==> src/rtl/regfile_reader.sv <==
// regfile_reader: snapshots the flat register file contents bus on a read
// request, then streams a window of registers out one byte per beat over a
// valid/ready interface, tagging each beat with its register index and a
// last-beat flag.
//
// Handshake: a beat transfers on every rising edge where out_valid and
// out_ready are both high. out_valid is a register and never depends on
// out_ready in the same cycle. Once raised, out_valid stays high and
// out_data/out_idx/out_last stay stable until the beat transfers. Only rst
// can withdraw a beat early.
//
// Every output comes straight from a flop. The next value of each output is
// computed in the same combinational process as the next FSM state. This
// way the first beat is already on the bus in the cycle after a start is
// accepted.
module regfile_reader #(
    parameter int NUM_REGS = 20,
    parameter int DATA_W   = 8,
    parameter int IDX_W    = 5
) (
    input  logic                         clk,
    input  logic                         rst,
    input  logic [NUM_REGS*DATA_W-1:0]   all_data,
    input  logic                         start,
    input  logic [IDX_W-1:0]             start_idx,
    input  logic [IDX_W-1:0]             len,
    output logic                         busy,
    output logic                         out_valid,
    input  logic                         out_ready,
    output logic [DATA_W-1:0]            out_data,
    output logic [IDX_W-1:0]             out_idx,
    output logic                         out_last,
    output logic                         done,
    output logic                         err,
    output logic [1:0]                   fsm_state
);

    localparam int BUS_W = NUM_REGS * DATA_W;

    // Largest legal index and the clamp value for the window length.
    localparam logic [IDX_W-1:0] LAST_IDX = IDX_W'(NUM_REGS - 1);
    localparam logic [IDX_W-1:0] MAX_LEN  = IDX_W'(NUM_REGS);

    typedef enum logic [1:0] {
        ST_IDLE   = 2'd0,
        ST_STREAM = 2'd1,
        ST_DONE   = 2'd2
    } state_t;

    // ------------------------------------------------------------------
    // Helpers
    // ------------------------------------------------------------------

    // Select register idx from a flat contents bus. An out-of-range index
    // reads as zero. In practice that never happens, because indices are
    // kept in range.
    function automatic logic [DATA_W-1:0] pick_reg(
        input logic [BUS_W-1:0] bus,
        input logic [IDX_W-1:0] idx
    );
        logic [DATA_W-1:0] val;
        val = '0;
        for (int i = 0; i < NUM_REGS; i++) begin
            if (idx == IDX_W'(i)) begin
                val = bus[i*DATA_W +: DATA_W];
            end
        end
        return val;
    endfunction

    // Next register index, wrapping from the top register back to 0.
    function automatic logic [IDX_W-1:0] wrap_inc(input logic [IDX_W-1:0] idx);
        logic [IDX_W-1:0] nxt;
        if (idx >= LAST_IDX) begin
            nxt = '0;
        end else begin
            nxt = idx + IDX_W'(1);
        end
        return nxt;
    endfunction

    // Number of beats for a requested length: 0 means a full dump, and
    // anything larger than the register file is clamped to a full dump.
    function automatic logic [IDX_W-1:0] eff_len(input logic [IDX_W-1:0] l);
        logic [IDX_W-1:0] n;
        if ((l == '0) || (l > MAX_LEN)) begin
            n = MAX_LEN;
        end else begin
            n = l;
        end
        return n;
    endfunction

    // ------------------------------------------------------------------
    // State and output registers
    // ------------------------------------------------------------------
    state_t              state_q,     state_d;
    logic [BUS_W-1:0]    shadow_q,    shadow_d;
    logic [IDX_W-1:0]    cur_idx_q,   cur_idx_d;
    logic [IDX_W-1:0]    remaining_q, remaining_d;

    logic                busy_q,      busy_d;
    logic                valid_q,     valid_d;
    logic [DATA_W-1:0]   data_q,      data_d;
    logic [IDX_W-1:0]    idx_q,       idx_d;
    logic                last_q,      last_d;
    logic                done_q,      done_d;
    logic                err_q,       err_d;

    // Decoded helper signals.
    logic                start_ok;
    logic                xfer;
    logic [IDX_W-1:0]    req_len;
    logic [IDX_W-1:0]    nxt_idx;

    assign start_ok = (start_idx < MAX_LEN);
    assign xfer     = valid_q & out_ready;
    assign req_len  = eff_len(len);
    assign nxt_idx  = wrap_inc(cur_idx_q);

    // Next-state and next-output logic for the read sequencer.
    always_comb begin
        state_d     = state_q;
        shadow_d    = shadow_q;
        cur_idx_d   = cur_idx_q;
        remaining_d = remaining_q;
        busy_d      = busy_q;
        valid_d     = valid_q;
        data_d      = data_q;
        idx_d       = idx_q;
        last_d      = last_q;
        done_d      = 1'b0;
        err_d       = 1'b0;

        case (state_q)
            ST_IDLE: begin
                busy_d  = 1'b0;
                valid_d = 1'b0;
                if (start) begin
                    if (start_ok) begin
                        // Take the snapshot and put the first beat on the bus
                        // at once, straight from the live bus. That is the
                        // same byte that the shadow will hold from the next
                        // cycle on.
                        shadow_d    = all_data;
                        cur_idx_d   = start_idx;
                        remaining_d = req_len;
                        state_d     = ST_STREAM;
                        busy_d      = 1'b1;
                        valid_d     = 1'b1;
                        data_d      = pick_reg(all_data, start_idx);
                        idx_d       = start_idx;
                        last_d      = (req_len == IDX_W'(1));
                    end else begin
                        err_d = 1'b1;
                    end
                end
            end

            ST_STREAM: begin
                busy_d = 1'b1;
                if (xfer) begin
                    if (remaining_q == IDX_W'(1)) begin
                        // Final beat accepted: clear the beat and signal done.
                        remaining_d = '0;
                        state_d     = ST_DONE;
                        valid_d     = 1'b0;
                        data_d      = '0;
                        idx_d       = '0;
                        last_d      = 1'b0;
                        done_d      = 1'b1;
                    end else begin
                        // Advance to the next register of the window.
                        cur_idx_d   = nxt_idx;
                        remaining_d = remaining_q - IDX_W'(1);
                        valid_d     = 1'b1;
                        data_d      = pick_reg(shadow_q, nxt_idx);
                        idx_d       = nxt_idx;
                        last_d      = (remaining_q == IDX_W'(2));
                    end
                end
            end

            ST_DONE: begin
                // Single cycle that holds the done pulse; busy drops next.
                state_d = ST_IDLE;
                busy_d  = 1'b0;
                valid_d = 1'b0;
            end

            default: begin
                state_d = ST_IDLE;
                busy_d  = 1'b0;
                valid_d = 1'b0;
                data_d  = '0;
                idx_d   = '0;
                last_d  = 1'b0;
            end
        endcase
    end

    // State and output registers with synchronous reset.
    always_ff @(posedge clk) begin
        if (rst) begin
            state_q     <= ST_IDLE;
            shadow_q    <= '0;
            cur_idx_q   <= '0;
            remaining_q <= '0;
            busy_q      <= 1'b0;
            valid_q     <= 1'b0;
            data_q      <= '0;
            idx_q       <= '0;
            last_q      <= 1'b0;
            done_q      <= 1'b0;
            err_q       <= 1'b0;
        end else begin
            state_q     <= state_d;
            shadow_q    <= shadow_d;
            cur_idx_q   <= cur_idx_d;
            remaining_q <= remaining_d;
            busy_q      <= busy_d;
            valid_q     <= valid_d;
            data_q      <= data_d;
            idx_q       <= idx_d;
            last_q      <= last_d;
            done_q      <= done_d;
            err_q       <= err_d;
        end
    end

    assign busy      = busy_q;
    assign out_valid = valid_q;
    assign out_data  = data_q;
    assign out_idx   = idx_q;
    assign out_last  = last_q;
    assign done      = done_q;
    assign err       = err_q;
    assign fsm_state = state_q;

    // ------------------------------------------------------------------
    // Interface properties
    // ------------------------------------------------------------------

    // A stalled beat stays on the bus unchanged until it is accepted.
    a_hold_stable: assert property (@(posedge clk) disable iff (rst)
        (out_valid && !out_ready) |=>
            (out_valid && $stable(out_data) && $stable(out_idx) && $stable(out_last)));

    // Streamed indices always name a real register.
    a_idx_range: assert property (@(posedge clk) disable iff (rst)
        out_valid |-> (out_idx < MAX_LEN));

    // A beat only appears while the block reports itself busy.
    a_valid_busy: assert property (@(posedge clk) disable iff (rst)
        out_valid |-> busy);

    // done and a beat are never presented together.
    a_done_excl: assert property (@(posedge clk) disable iff (rst)
        done |-> !out_valid);

endmodule

==> config.mk <==
export PLATFORM = sky130hd
export DESIGN_NAME = regfile_reader
export DESIGN_NICKNAME = d
export VERILOG_FILES = /design/src/rtl/regfile_reader.sv
export SDC_FILE = /design/constraint.sdc
export NUM_CORES = 1
export LEC_CHECK = 0
export ABC_AREA = 1
export CORE_MARGIN = 4
export CORE_UTILIZATION = 47
export DETAILED_ROUTE_END_ITERATION = 12
export PLACE_DENSITY = 0.82
export SYNTH_ARGS = -nofsm -noshare
export SYNTH_HDL_FRONTEND = slang
export SYNTH_SLANG_ARGS = --single-unit
==> constraint.sdc <==
create_clock -name clk -period 2.2 [get_ports clk]
set_input_delay 0.33 -clock clk [delete_from_list [all_inputs] [get_ports clk]]
set_output_delay 0.33 -clock clk [all_outputs]
set_load 0.05 [all_outputs]
# ---- Word level (Yosys, flattened, before mapping)
# Index checks and enable logic that the tools add are counted.
dict set report classes {
  n_addsub 2
  order_cmp 3
  n_eq_ne 48
  n_mux 78
  bitwise 6
  n_reduce_logical 13
}
# op count
set op_table {}
lappend op_table {{8-bit two-way mux} 44}
lappend op_table {{5-bit by 4-bit == test with 1-bit output, second input constant} 16}
lappend op_table {{5-bit two-way mux} 12}
lappend op_table {{5-bit by 3-bit == test with 1-bit output, second input constant} 8}
lappend op_table {{5-bit == test, second input constant} 8}
lappend op_table {{5-bit by 2-bit == test with 1-bit output, second input constant} 5}
lappend op_table {{8-bit case mux with 3 select lines} 1}
lappend op_table {{5-bit by 1-bit == test with 1-bit output, second input constant} 4}
lappend op_table {{5-bit case mux with 2 select lines} 2}
lappend op_table {{5-bit zero test} 3}
lappend op_table {{5-bit case mux with 3 select lines} 1}
lappend op_table {{4-bit AND reduction} 3}
lappend op_table {{1-bit two-way mux} 10}
lappend op_table {{2-bit inequality test, second input constant} 5}
lappend op_table {{2-bit two-way mux} 4}
lappend op_table {{3-bit OR reduction} 2}
lappend op_table {{5-bit by 1-bit adder with 5-bit output, second input constant} 1}
lappend op_table {{5-bit greater-or-equal comparator, second input constant} 1}
lappend op_table {{5-bit greater-than comparator, second input constant} 1}
lappend op_table {{5-bit < comparator, second input constant} 1}
lappend op_table {{1-bit inverter} 5}
lappend op_table {{5-bit AND reduction} 1}
lappend op_table {{5-bit by 1-bit subtractor with 5-bit output, second input constant} 1}
lappend op_table {{1-bit case mux with 2 select lines} 2}
lappend op_table {{9 further kinds} 9}
dict set report word_totals {
  ff_bits 190
  in_bits 174
  out_inout_bits 20
  elab_cells 161
}

# ---- Depth between registers and ports, before layout
dict set report logic_depth {
  word_depth 26
  mapped_depth 24
  ltp_nobuf 24
}

# ---- Least setup slack after synthesis
# OpenSTA, ideal clock, no wires.
dict set report synth_timing {
  path_type {register to register}
  from {register cur_idx_q[0]}
  to {register data_q[1], in the netlist out_data[1]}
  setup_time_ns 0.132
  arrival_time_ns 2.217
  required_time_ns 2.068
  slack_ns -0.149
  path_stages_with_launch 22
  path_buffers 0
  synth_period_minus_slack_ns 2.349
  cell_sequence {dfxtp_1 ha_1 nor2_2 nand3_2 nand2_4 nand3_2 nor2_2 nand2_2 clkinv_1 nand2_1 nand2_1 nand4_1 nor3_2 nand4_1 nor2_1 nand4_1 nor2_1 nand4_1 nand2_1 nand2_1 nand2_1 a21oi_1}
}
dict set report synth_via {
  elab_chain_len 26
  elab_cells_between_ends 46
  classes_between {add/sub (1); order compare (1); eq/ne (19); mux (24); reduce/logical (1)}
}
# element line
set synth_rtl {}
lappend synth_rtl {{start, declared} 99} ;# logic [IDX_W-1:0] cur_idx_q, cur_idx_d;
lappend synth_rtl {{start signal, assigned} 219} ;# cur_idx_q <= cur_idx_d;
lappend synth_rtl {{5-bit by 1-bit adder with 5-bit output / 5-bit greater-or-equal comparator (equally long branches)} {77, 74}}
lappend synth_rtl {{5-bit two-way mux (*)} 74} ;# if (idx >= LAST_IDX) begin
lappend synth_rtl {{5-bit zero test} 64} ;# if (idx == IDX_W'(i)) begin
lappend synth_rtl {{8-bit two-way mux (19 in a row)} 64}
lappend synth_rtl {{8-bit two-way mux (*)} 64}
lappend synth_rtl {{8-bit two-way mux (*)} 163} ;# if (remaining_q == IDX_W'(1)) begin
lappend synth_rtl {{8-bit two-way mux (*)} 162} ;# if (xfer) begin
lappend synth_rtl {{8-bit case mux with 3 select lines (*)} 135} ;# case (state_q)
lappend synth_rtl {{end signal, assigned} 223} ;# data_q <= data_d;
lappend synth_rtl {{end, declared} 104} ;# logic [DATA_W-1:0] data_q, data_d;
# Every way passes the cells marked *; elsewhere a longest branch is shown, timed or not. The select of a mux whose other input is x is not followed.
# A chain may end at the register's enable or synchronous reset.

# ---- Worst setup path in the final report
dict set report layout_timing {
  from {register cur_idx_q[0]}
  to {register data_q[6], in the netlist out_data[6]}
}
# Same word-level chain as after synthesis.

==> metrics.txt <==
ordered cell list for the critical path ha_4 -> nor2_4 -> nand3_4 -> nand2_8 -> buf_4 -> o21ai_2 -> nand2_2 -> nor2_4 -> buf_4 -> buf_4 -> nand2_1 -> nand3_1 -> o21ai_1 -> nand4_1 -> o21ai_1 -> nand4_1 -> nand2_1 -> nand4_1 -> nand2_1 -> nand4_1 -> nand2_1 -> nand2_1 -> nand2_1 -> a21oi_1; CTS Sinks 190; Final Skew 12.69 ps; fin util 0.6846; status complete, but fails checks; Die Y 149.8 um; failing checks setup timing; DR WL/cell 17.91 um; RSZ-0062 raised after global routing yes; Clock H-tree levels 4; post-synth top area share 0.4025; Final Non-Filler Cells 2028; worst-margin pin slew 625.4 ps; Flop pwr share 0.396; Seq cells post-synth 190; Synth area leader dfxtp_1; achievable frequency 324.1 MHz; worst reg2reg path depth 24; largest net degree at the start of global routing 90; initial antenna violation count 0; first-pass GRT wire length 55170 um; GPL Wtd Cong 1.001; Area Growth Syn to Fin 41.92%; DP Cell Count 1984; period utilization 1.402; fill cell count 1711; Max Cap Viol 0; Worst Hold Path Cells 2; total CTS buffers 17; I/O pin count 194; Lkg Pwr 0.005659 uW; mapped cell area 9449 um^2; HPWL Detailed 27050 um; antenna-violating nets left 0; die area 22440 um^2; post-layout minimum cycle time 3085 ps; chip width 149.8 um; Hold Path Class flop to flop; Worst path depth 24; sw frac 0.3522; Placement Rows 51; Worst slew margin 0.5815; starting density of the core 0.4823; final total power 10020 uW; grt total ovfl 0; sw power 3528 uW; Finish-stage setup viols 8; endpoints failing hold 0; setup ws final -885.4 ps; Top cell by count, worst path nand2_1; cell-internal power 6491 uW; ANT cells 0; initial DRC count 1546; crit-path max cell delay 360 ps; PD cells 747.1 nW/um^2; worst path required time 2530 ps; Clock Tree Buf Depth 2; I/O Buffers 193; reg-to-reg slack, setup -890 ps; metal2 WL 16720 um; met3 wire length 3692 um; Post-Syn Area per Cell 6.459 um^2; DRC 0; CP delay by family, top simple AND/OR/NAND/NOR gates; Slew Viols, Final 0; Worst Path Arrival 3420 ps; Met1 Routed Length 14480 um; Total Wirelength 36310 um; nets 1928; CTS Hold Bufs 0; Root Driver clkbuf_16; Slowest cell on crit path dfxtp_4; kind of critical path flop to flop; TNS Setup -6062 ps; Top Metal Used met4; clock power share 0.315; combinational cell fraction of total power 0.289; Clock Pin Slew Worst Setup and Hold Paths 80 ps; total track usage 0.3127; Syn Nets 1641; DR vias 11314; CP Buf/Inv Count 3; CTS tree yes; Synth area leaders dfxtp_1 40%, nand2_1 13%, nor2_1 12%; Mapped Cells 1463; clk_lat worst skew 460 ps; crit end category flop; Syn. warnings 0; maximum vdd drop 552.1 uV; largest fanout on the critical path 8; vias in the first global route 10323; Core Region 19590 um^2; sequential fraction of the synthesis area 0.4025; share of layout cells above drive strength 1 0.1367; Setup crit start kind flop; drt first pass iters 6; number of vias per cell 5.579; post-synth cell types 34
==> power groups by stage <==
stage | Clock [uW] | Sequential, uW | Combinational, uW
finish | 3160 | 3960 | 2900
global route | 3290 | 3990 | 3120
CTS | 3150 | 3950 | 2790
detailed placement | 0 | 4030 | 2680
global placement | 0 | 4010 | 2650
floorplan | 0 | 4120 | 1280
==> final cells by class <==
type / instances / area, um^2 / area share
Timing Repair Buffer: 329 / 3064 / 0.2285
Inverter: 116 / 445.4 / 0.03322
Clock buffer: 17 / 425.4 / 0.03172
Tap cell: 265 / 331.6 / 0.02472
Multi-Input combinational cell: 1096 / 5165 / 0.3851
Sequential cell: 190 / 3811 / 0.2842
Clock inverter: 15 / 167.7 / 0.01250
==> registers in the layout, indices dropped and copies added, names as in the netlist <==
register and cells:
err 1, out_valid 1, remaining_q 5, out_data 8, out_last 1, out_idx 5, done 1, fsm_state 2
cur_idx_q 5, shadow_q 160, busy 1
==> logic make-up after synthesis <==
group / synth area share
simple gates: 0.3260
compound gates: 0.1932
flops: 0.4025
buf+inv: 0.07111
fa+ha+maj: 0.005297
xor+xnor: 0.001854
==> tightest hold or removal path, delay by kind of cell (launching register included) <==
kind	cells	cell delay [ps]
AOI/OAI and AO/OA	1	50
buffers and inverters	1	50
DFF	1	300
==> cell usage after synthesis <==
cell type  number
ha_1            4
nand4_1        46
inv_1         108
o2111ai_1       2
nand3b_1        1
clkinv_2        1
or2_2           2
o21ai_2         2
nor3_2          2
nor2_1        293
a21oi_1       138
nand2_4         2
nand3_1        49
nor3b_1         1
nor4_1          2
o211ai_1        6
a221oi_1        8
clkinv_1        2
o21ai_1         3
inv_2           5
nor2_2         11
buf_2           2
nand3_2         3
nand2_1       317
a21oi_4         1
dfxtp_1       190
nor3_1          7
o21ai_0       180
clkbuf_1       60
o32ai_1         1
o22ai_1         7
nor2_4          2
nand2_2         3
xor2_1          2
==> layer usage <==
layer,vias up,GRT usage
met5,-,0
met4,0,0.1345
li1,5369,-
met3,118,0.05148
met1,5160,0.4214
met2,667,0.4973
==> metrics by stage <==
stage | cell area (um^2) | hold slack [ps] | worst slack (ps)
after global placement | 12580 | 432.9 | -1113
after detailed placement | 12580 | 440.2 | -1098
after floorplan | 9507 | 424.5 | -24.37
after global routing | 13410 | 471.1 | -979.2
after CTS | 13330 | 450.9 | -661.1
final | 13410 | 450.3 | -885.4
==> layout by cell type, fill, tap and decap left out, types with 12 or more instances in the layout <==
master / count
buf_4: 125
o21ai_0: 177
nand3_1: 42
a21oi_1: 138
nand2_2: 13
clkbuf_16: 17
nand2_1: 307
clkdlybuf4s50_1: 193
nor2_2: 12
nand4_1: 46
dfxtp_1: 186
inv_1: 106
nor2_1: 285
==> path summary, 6_finish.rpt <==
check | from | end
hold / removal | shadow_q[54] | shadow_q[54]
setup reg to reg | cur_idx_q[0] | out_data[6]
setup / recovery | cur_idx_q[0] | out_data[6]
hold reg to reg | shadow_q[54] | shadow_q[54]
==> repair_timing <==
action / in CTS / in global routing
gates cloned: 1 / 0
setup endpoints to repair: 8 / 9
pin swaps: 17 / 17
resized for setup: 29 / 12
buffers inserted: 7 / 5
No activity file was read; power rests on OpenSTA's default activity.
